$ cat config.mk
export PLATFORM = sky130hd
export DESIGN_NAME = rca_accumulator_32bits
export DESIGN_NICKNAME = d
export VERILOG_FILES = /design/src/rtl/rca_accumulator_32bits.sv
export SDC_FILE = /design/constraint.sdc
export NUM_CORES = 1
export LEC_CHECK = 0
export CAP_MARGIN = 20
export CORE_UTILIZATION = 50
export DETAILED_ROUTE_END_ITERATION = 12
export PLACE_DENSITY = 0.78
export SLEW_MARGIN = 20
export SYNTH_ARGS = -nofsm -noshare
export SYNTH_HDL_FRONTEND = slang
export SYNTH_SLANG_ARGS = --single-unit
$ cat constraint.sdc
create_clock -name clk -period 17.1 [get_ports clk]
set_input_delay 3.42 -clock clk [delete_from_list [all_inputs] [get_ports clk]]
set_output_delay 3.42 -clock clk [all_outputs]
set_load 0.02 [all_outputs]
$ cat src/rtl/rca_accumulator_32bits.sv
// rca_accumulator_32bits: valid/ready accumulator over a 32-bit ripple-carry adder; define ACC_SATURATE_EN to clamp the sum on carry-out
module rca_32bits (
  input  logic [31:0] in1,
  input  logic [31:0] in2,
  input  logic        cin,
  output logic [31:0] sum,
  output logic        cout
);
  logic [32:0] c;
  assign c[0] = cin;
  genvar i;
  generate
    for (i = 0; i < 32; i++) begin : g_fa
      assign sum[i]   = in1[i] ^ in2[i] ^ c[i];
      assign c[i + 1] = (in1[i] & in2[i]) | (c[i] & (in1[i] ^ in2[i]));
    end
  endgenerate
  assign cout = c[32];
endmodule

module rca_accumulator_32bits #(
  parameter int SETTLE_CYCLES = 2
) (
  input  logic        clk,
  input  logic        rst_n,
  input  logic        in_valid,
  output logic        in_ready,
  input  logic [31:0] in_data,
  input  logic        in_cin,
  input  logic        in_last,
  output logic        out_valid,
  input  logic        out_ready,
  output logic [31:0] out_sum,
  output logic        out_cout,
  output logic        out_ovf,
  output logic [7:0]  out_count
);
  typedef enum logic [1:0] {IDLE, SETTLE, DONE} state_t;
  state_t state, next;
  logic [31:0] acc, op, sum, acc_nxt;
  logic        cin_r, last_r, cout, capture;
  logic [3:0]  cnt;
  rca_32bits u_rca (.in1(acc), .in2(op), .cin(cin_r), .sum(sum), .cout(cout));
`ifdef ACC_SATURATE_EN
  assign acc_nxt = cout ? 32'hFFFF_FFFF : sum;
`else
  assign acc_nxt = sum;
`endif
  assign capture   = (state == SETTLE) && (cnt == 4'd0);
  assign in_ready  = (state == IDLE);
  assign out_valid = (state == DONE);
  assign out_sum   = acc;
  always_comb begin
    next = state;
    next = (state == IDLE && in_valid) ? SETTLE :
           capture ? (last_r ? DONE : IDLE) :
           (state == DONE && out_ready) ? IDLE : state;
  end
  always_ff @(posedge clk or negedge rst_n)
    if (!rst_n) state <= IDLE;
    else state <= next;
  always_ff @(posedge clk or negedge rst_n) begin
    if (!rst_n) begin
      acc       <= '0;
      op        <= '0;
      cin_r     <= 1'b0;
      last_r    <= 1'b0;
      cnt       <= '0;
      out_cout  <= 1'b0;
      out_ovf   <= 1'b0;
      out_count <= '0;
    end else begin
      if (state == IDLE && in_valid) begin
        op     <= in_data;
        cin_r  <= in_cin;
        last_r <= in_last;
        cnt    <= 4'(SETTLE_CYCLES - 1);
      end
      if (state == SETTLE) cnt <= cnt - 4'd1;
      if (capture) begin
        acc       <= acc_nxt;
        out_cout  <= cout;
        out_ovf   <= out_ovf | cout;
        out_count <= out_count + 8'(out_count != 8'hFF);
      end
      if (state == DONE && out_ready) begin
        acc       <= '0;
        out_cout  <= 1'b0;
        out_ovf   <= 1'b0;
        out_count <= '0;
      end
    end
  end
endmodule

# ---- After elaboration in Yosys (flattened, before gate mapping)
# Index checks and enable logic that the tools add are counted.
dict set report totals {
  reg_bits 82
  input_bits 38
  wordCells 197
}
dict set report classes {
  add_sub_neg 2
  n_eq_ne 3
  muxes 14
  bitwise_logic 161
  reduce_logical 8
}
# operator n
set op_table {}
lappend op_table {{AND 1 bit} 64}
lappend op_table {{2-to-1 mux 32 bit} 2}
lappend op_table {{bitwise XOR 1 bit} 64}
lappend op_table {{bitwise OR 1 bit} 33}
lappend op_table {{2-to-1 mux 8 bit} 2}
lappend op_table {{adder 8 x 1 -> 8 bit} 1}
lappend op_table {{2-to-1 mux 2 bit} 4}
lappend op_table {{2-to-1 mux 4 bit} 2}
lappend op_table {{!= test 8 bit, second input constant} 1}
lappend op_table {{logical NOT 4 bit} 1}
lappend op_table {{2-to-1 mux 1 bit} 4}
lappend op_table {{nonzero test 2 bit} 2}
lappend op_table {{subtractor 4 x 1 -> 4 bit, second input constant} 1}
lappend op_table {{logical AND 1 bit} 3}
lappend op_table {{nonzero test 3 bit} 1}
lappend op_table {{== test 2 x 1 -> 1 bit, second input constant} 1}
lappend op_table {{== test 2 bit, second input constant} 1}
lappend op_table {{logical NOT 2 bit} 1}

# ---- Longest topological paths before layout
dict set report logic_depth {
  depth_word 68
  ltp_mapped 36
}

# ---- Modules after synthesis
# A second synthesis with hierarchy kept.
dict set report hier_totals {
  cells_unflattened 272
  area_unflattened_um2 3973.8
}
# mod instances cells_each area_per_inst_um2 seq_area_each_um2
set by_module_without_submodules {}
lappend by_module_without_submodules {rca_accumulator_32bits 1 230 3295.7 2052.0}
lappend by_module_without_submodules {rca_32bits 1 42 678.2 0.0}

# ---- Worst setup path after synthesis
# Ideal clock, no wire load.
dict set report synth_path {
  kind {reg2reg}
  start {register acc[0] (netlist: out_sum[0])}
  end {register acc[31] (netlist: out_sum[31])}
  setup_time_ps 132
  arrival_ps 12724
  slack_ps 4245
  path_stages_with_launch 37
  period_less_slack_ps 12855
  cell_sequence {dfrtp_1 -> inv_1 -> fa_1 -> fa_1 -> fa_1 -> fa_1 -> fa_1 -> fa_1 -> fa_1 -> fa_1 -> fa_1 -> fa_1 -> fa_1 -> fa_1 -> fa_1 -> fa_1 -> fa_1 -> fa_1 -> fa_1 -> fa_1 -> fa_1 -> fa_1 -> fa_1 -> fa_1 -> fa_1 -> fa_1 -> fa_1 -> fa_1 -> fa_1 -> fa_1 -> fa_1 -> inv_1 -> fa_1 -> inv_1 -> fa_1 -> fa_1 -> o2bb2ai_1}
}
dict set report synth_between {
  elab_chain_len 66
}
# element line_no
set synth_lines {}
lappend synth_lines {{start: declaration} 40} ;# logic [31:0] acc, op, sum, acc_nxt;
lappend synth_lines {{start signal: assignment} 81} ;# acc <= acc_nxt;
lappend synth_lines {{bitwise XOR 1 bit} 15} ;# assign c[i + 1] = (in1[i] & in2[i]) | (c[i] & (in1[i] ^ in2[i]));
lappend synth_lines {{AND 1 bit} 15}
lappend synth_lines {{bitwise OR 1 bit (*)} 15}
lappend synth_lines {{AND 1 bit (*)} 15}
lappend synth_lines {{bitwise OR 1 bit (*)} 15}
lappend synth_lines {{AND 1 bit (*)} 15}
lappend synth_lines {{bitwise OR 1 bit (*)} 15}
lappend synth_lines {{AND 1 bit (*)} 15}
lappend synth_lines {{[... 50 more ...]} -}
lappend synth_lines {{bitwise OR 1 bit (*)} 15}
lappend synth_lines {{AND 1 bit (*)} 15}
lappend synth_lines {{bitwise OR 1 bit (*)} 15}
lappend synth_lines {{AND 1 bit (*)} 15}
lappend synth_lines {{bitwise OR 1 bit (*)} 15}
lappend synth_lines {{bitwise XOR 1 bit (*)} 14} ;# assign sum[i] = in1[i] ^ in2[i] ^ c[i];
lappend synth_lines {{2-to-1 mux 32 bit (*)} 80} ;# if (capture) begin
lappend synth_lines {{2-to-1 mux 32 bit (*)} 86} ;# if (state == DONE && out_ready) begin
# Mark *: on every way between the ends. The rest lies on a longest branch, timed or not. The select of a mux whose other input is x is not followed.
# A chain may end at the register's enable or synchronous reset.

# ---- Worst setup path in the final report
# Same ends and word-level chain as after synthesis.

==> metrics.md <==
| Metric | Value |
|---|---|
| Run status | complete, no violations |
| Post-Synth Adder-Cell Area | 0.172 |
| Minimum clock period | between 10 and 15 ns |
| Crit-path slowest cell | fa_1 |
| Number of flops mapped to enable cells by yosys | 0 |
| Cell Rows | 32 |
| Final Max Tran Viols | 0 |
| Worst Tran Pin Value | 0.960 ns |
| Die width | just over 90 um |
| Syn Nets | between 400 and 500 |
| Top-count cell post-synth | dfrtp_1 |
| Pwr dens | 181 nW/um2 |
| Synth top area cells | dfrtp_1 51%, fa_1 16%, o2bb2ai_1 7.0% |
| WS Path Type | reg -> reg |
| Max-slew headroom | 0.359 |
| Simple-gate share of the synthesized area | 0.0876 |
| CTS H-Tree Depth | 3 |
| Nets | 514 |
| Starting DRT DRC Count | 128 |
| Largest family of logic cells by synthesized area | adder cells |
| Layout Cells excl Fill | 547 |
| Mapped Cells | approximately 360 |
| I/O pins | between 80 and 90 |
| Initial core utilization | 0.519 |
| Vias | around 2800 |
| Compound-cell area share of the yosys netlist | 0.135 |
| CP peak stage delay | roughly 0.5 ns |
| Crit share post-route | 0.782 |
| DRT antenna net count | 0 |
| Top post-synthesis cells by count | 82 x dfrtp_1, 68 x inv_1, 45 x nand2_1 |
| Worst VDD drop | 0.0000899 V |
| Post-Place Cells | 529 |
| Vias in the first global route | approximately 2800 |
| Type of the worst min-delay path | reg -> reg |
| Async SR Flop Fraction | 1.00 |
| Ant diodes | 0 |
| Critical Path Fanout Max | 3 |
| Synth Area per Inst | roughly 11 um2 |
| # hold bufs at CTS | 0 |
| RSZ-0062 raised after global routing | false |
| Grt total ovfl | 0 |
| Area leader, netlist | dfrtp_1 |
| Critical Path Most Common Cell | fa_1 |
| Seq/Total Area, Yosys | 0.511 |
| Post-CTS setup buffer count | 0 |
| GRT Overall Usage | 0.209 |
| Prevailing post-synth register cell | dfrtp_1 |
| Syn-to-layout area delta | 28.3% |
| Fmax | 74.8 MHz |
| Initial antenna violation count | 0 |
| Drt first pass iters | 4 |
| TritonCTS clock tree | yes |
| FF+latch count, synth | 82 |
| Largest net degree at the start of global routing | between 80 and 90 |
| Synthesis Warnings | 0 |
| IO Port Bufs | 81 |
| DIE AREA | 8390 um2 |
| Post-cts resize count | 0 |
| Final Wtd Congestion | 0.787 |
| Global-route wire length before repair | between 10000 and 15000 um |
| DR DRC count | 0 |
| Vias per inst | 5.09 |
| Die Y | 91.6 um |
| Synth Area in XOR/XNOR | 0.00436 |
| Clock Tree Buf Depth | 2 |
| CP endpoint kind | flop |
| Worst-Skew Late Latency | about 0.35 ns |
| CTS clk-pin slew, worst paths | 0.08 ns |
| Yosys top cell area share | 0.511 |
| Setup crit start kind | flop |
| Num Clock Sinks | 82 |
| Worst EP arrival | 13.58 ns |
| TritonCTS Buffers | 9 |
| Wirelength, routed | 7950 um |
| WL/cell | 14.5 um |
| Clk_skew | 0.0127 ns |
| Mux contribution to synthesized area | 0.0103 |
| Final Hold Violating Endpoints | 0 |
| Setup_tns | 0 ns |
| Synthesized area | 4010 um2 |
| Leakage | around 2.2 nW |
| CORE AREA | roughly 7700 um2 |
| Max-cap violation count | 0 |
| Post-DP HPWL | 5430 um |
| Critical Path RT | about 17 ns |
| Share of layout cells above drive strength 1 | 0.0539 |
| Total power | 0.933 mW |
| Clk root buf | clkbuf_8 |
| Setup violations, final | 0 |
| Synth unique cells | 33 |
-- power breakdown --
group	internal, mW	total, mW	switching, mW
clock	0.0723	0.143	0.0707
sequential	0.277	0.334	0.0575
combinational	0.207	0.455	0.248
-- critical path, delay by kind of cell, from the launching register on --
family,cells,cell delay [ns]
AOI/OAI and AO/OA,1,0.06
buffers and inverters,3,0.21
DFF,1,0.39
adders and majority gates,32,12.57
-- final timing paths --
kind | from | to | slack (ns) | cells past startpoint
max in group asynchronous | rst_n | out_sum[20]$_DFFE_PN0P_ | 13.42 | 2
worst min register to register | last_r$_DFFE_PN0P_ | last_r$_DFFE_PN0P_ | 0.48 | 2
worst min-delay path | last_r$_DFFE_PN0P_ | last_r$_DFFE_PN0P_ | 0.48 | 2
worst max register to register | out_sum[0]$_DFFE_PN0P_ | out_sum[31]$_DFFE_PN0P_ | 3.73 | 36
min in group asynchronous | rst_n | op[2]$_DFFE_PN0P_ | 3.05 | 1
worst max-delay path | out_sum[0]$_DFFE_PN0P_ | out_sum[31]$_DFFE_PN0P_ | 3.73 | 36
-- layout make-up --
cell class,count,area [um2]
clock inverters,5,63.8
repair buffers,84,847
inverters,68,255
fillers,614,2580
multi-input cells,195,1660
flip-flops and latches,82,2050
well taps,102,128
clock buffers,11,141
-- cells by family after synthesis --
kind of cell | count (synthesis)
flops | 82
mux | 4
simple gates | 73
compound gates | 80
xor+xnor | 2
buf+inv | 84
fa+ha+maj | 36
-- cells in the final DEF, fill, tap and decap left out, drive strengths merged, types with 2 or more instances in the layout --
cell	Yosys	layout
clkbuf	13	11
nand3b	2	2
nand4	3	3
nor3	3	3
o22ai	2	2
dfrtp	82	82
nor2	3	3
nand2b	4	4
a21oi	5	5
o2bb2ai	32	32
ha	4	4
buf	3	4
mux2i	3	3
clkdlybuf4s50	0	80
nor4	2	2
nor2b	2	2
clkinv	0	3
fa	32	32
o31ai	2	2
a22o	3	3
nand2	45	45
or4	2	2
inv	68	68
o21ai	35	35
-- routing by layer --
metal  GRT usage  wire length [um]
met5           0                 0
met4      0.0847               146
met3      0.0444               413
met2       0.326              3810
met1       0.285              3580
-- per-stage QoR --
stage          worst slack, ns  utilization  hold slack, ns  area, um2
6_report                  3.73        0.666           0.478       5150
5_1_grt                   3.28        0.666           0.529       5150
4_1_cts                   3.72        0.662           0.481       5120
3_5_place_dp              3.76        0.636           0.462       4910
3_3_place_gp              4.07        0.636           0.451       4910
2_1_floorplan             4.24            -           0.437       4010
-- sequential cells by signal, indices dropped and copies added (netlist names) --
signal     cells
last_r         1
out_cout       1
cin_r          1
op            32
out_ovf        1
state          2
out_sum       32
cnt            4
out_count      8
Note: power is estimated with default switching activity, not from simulation.
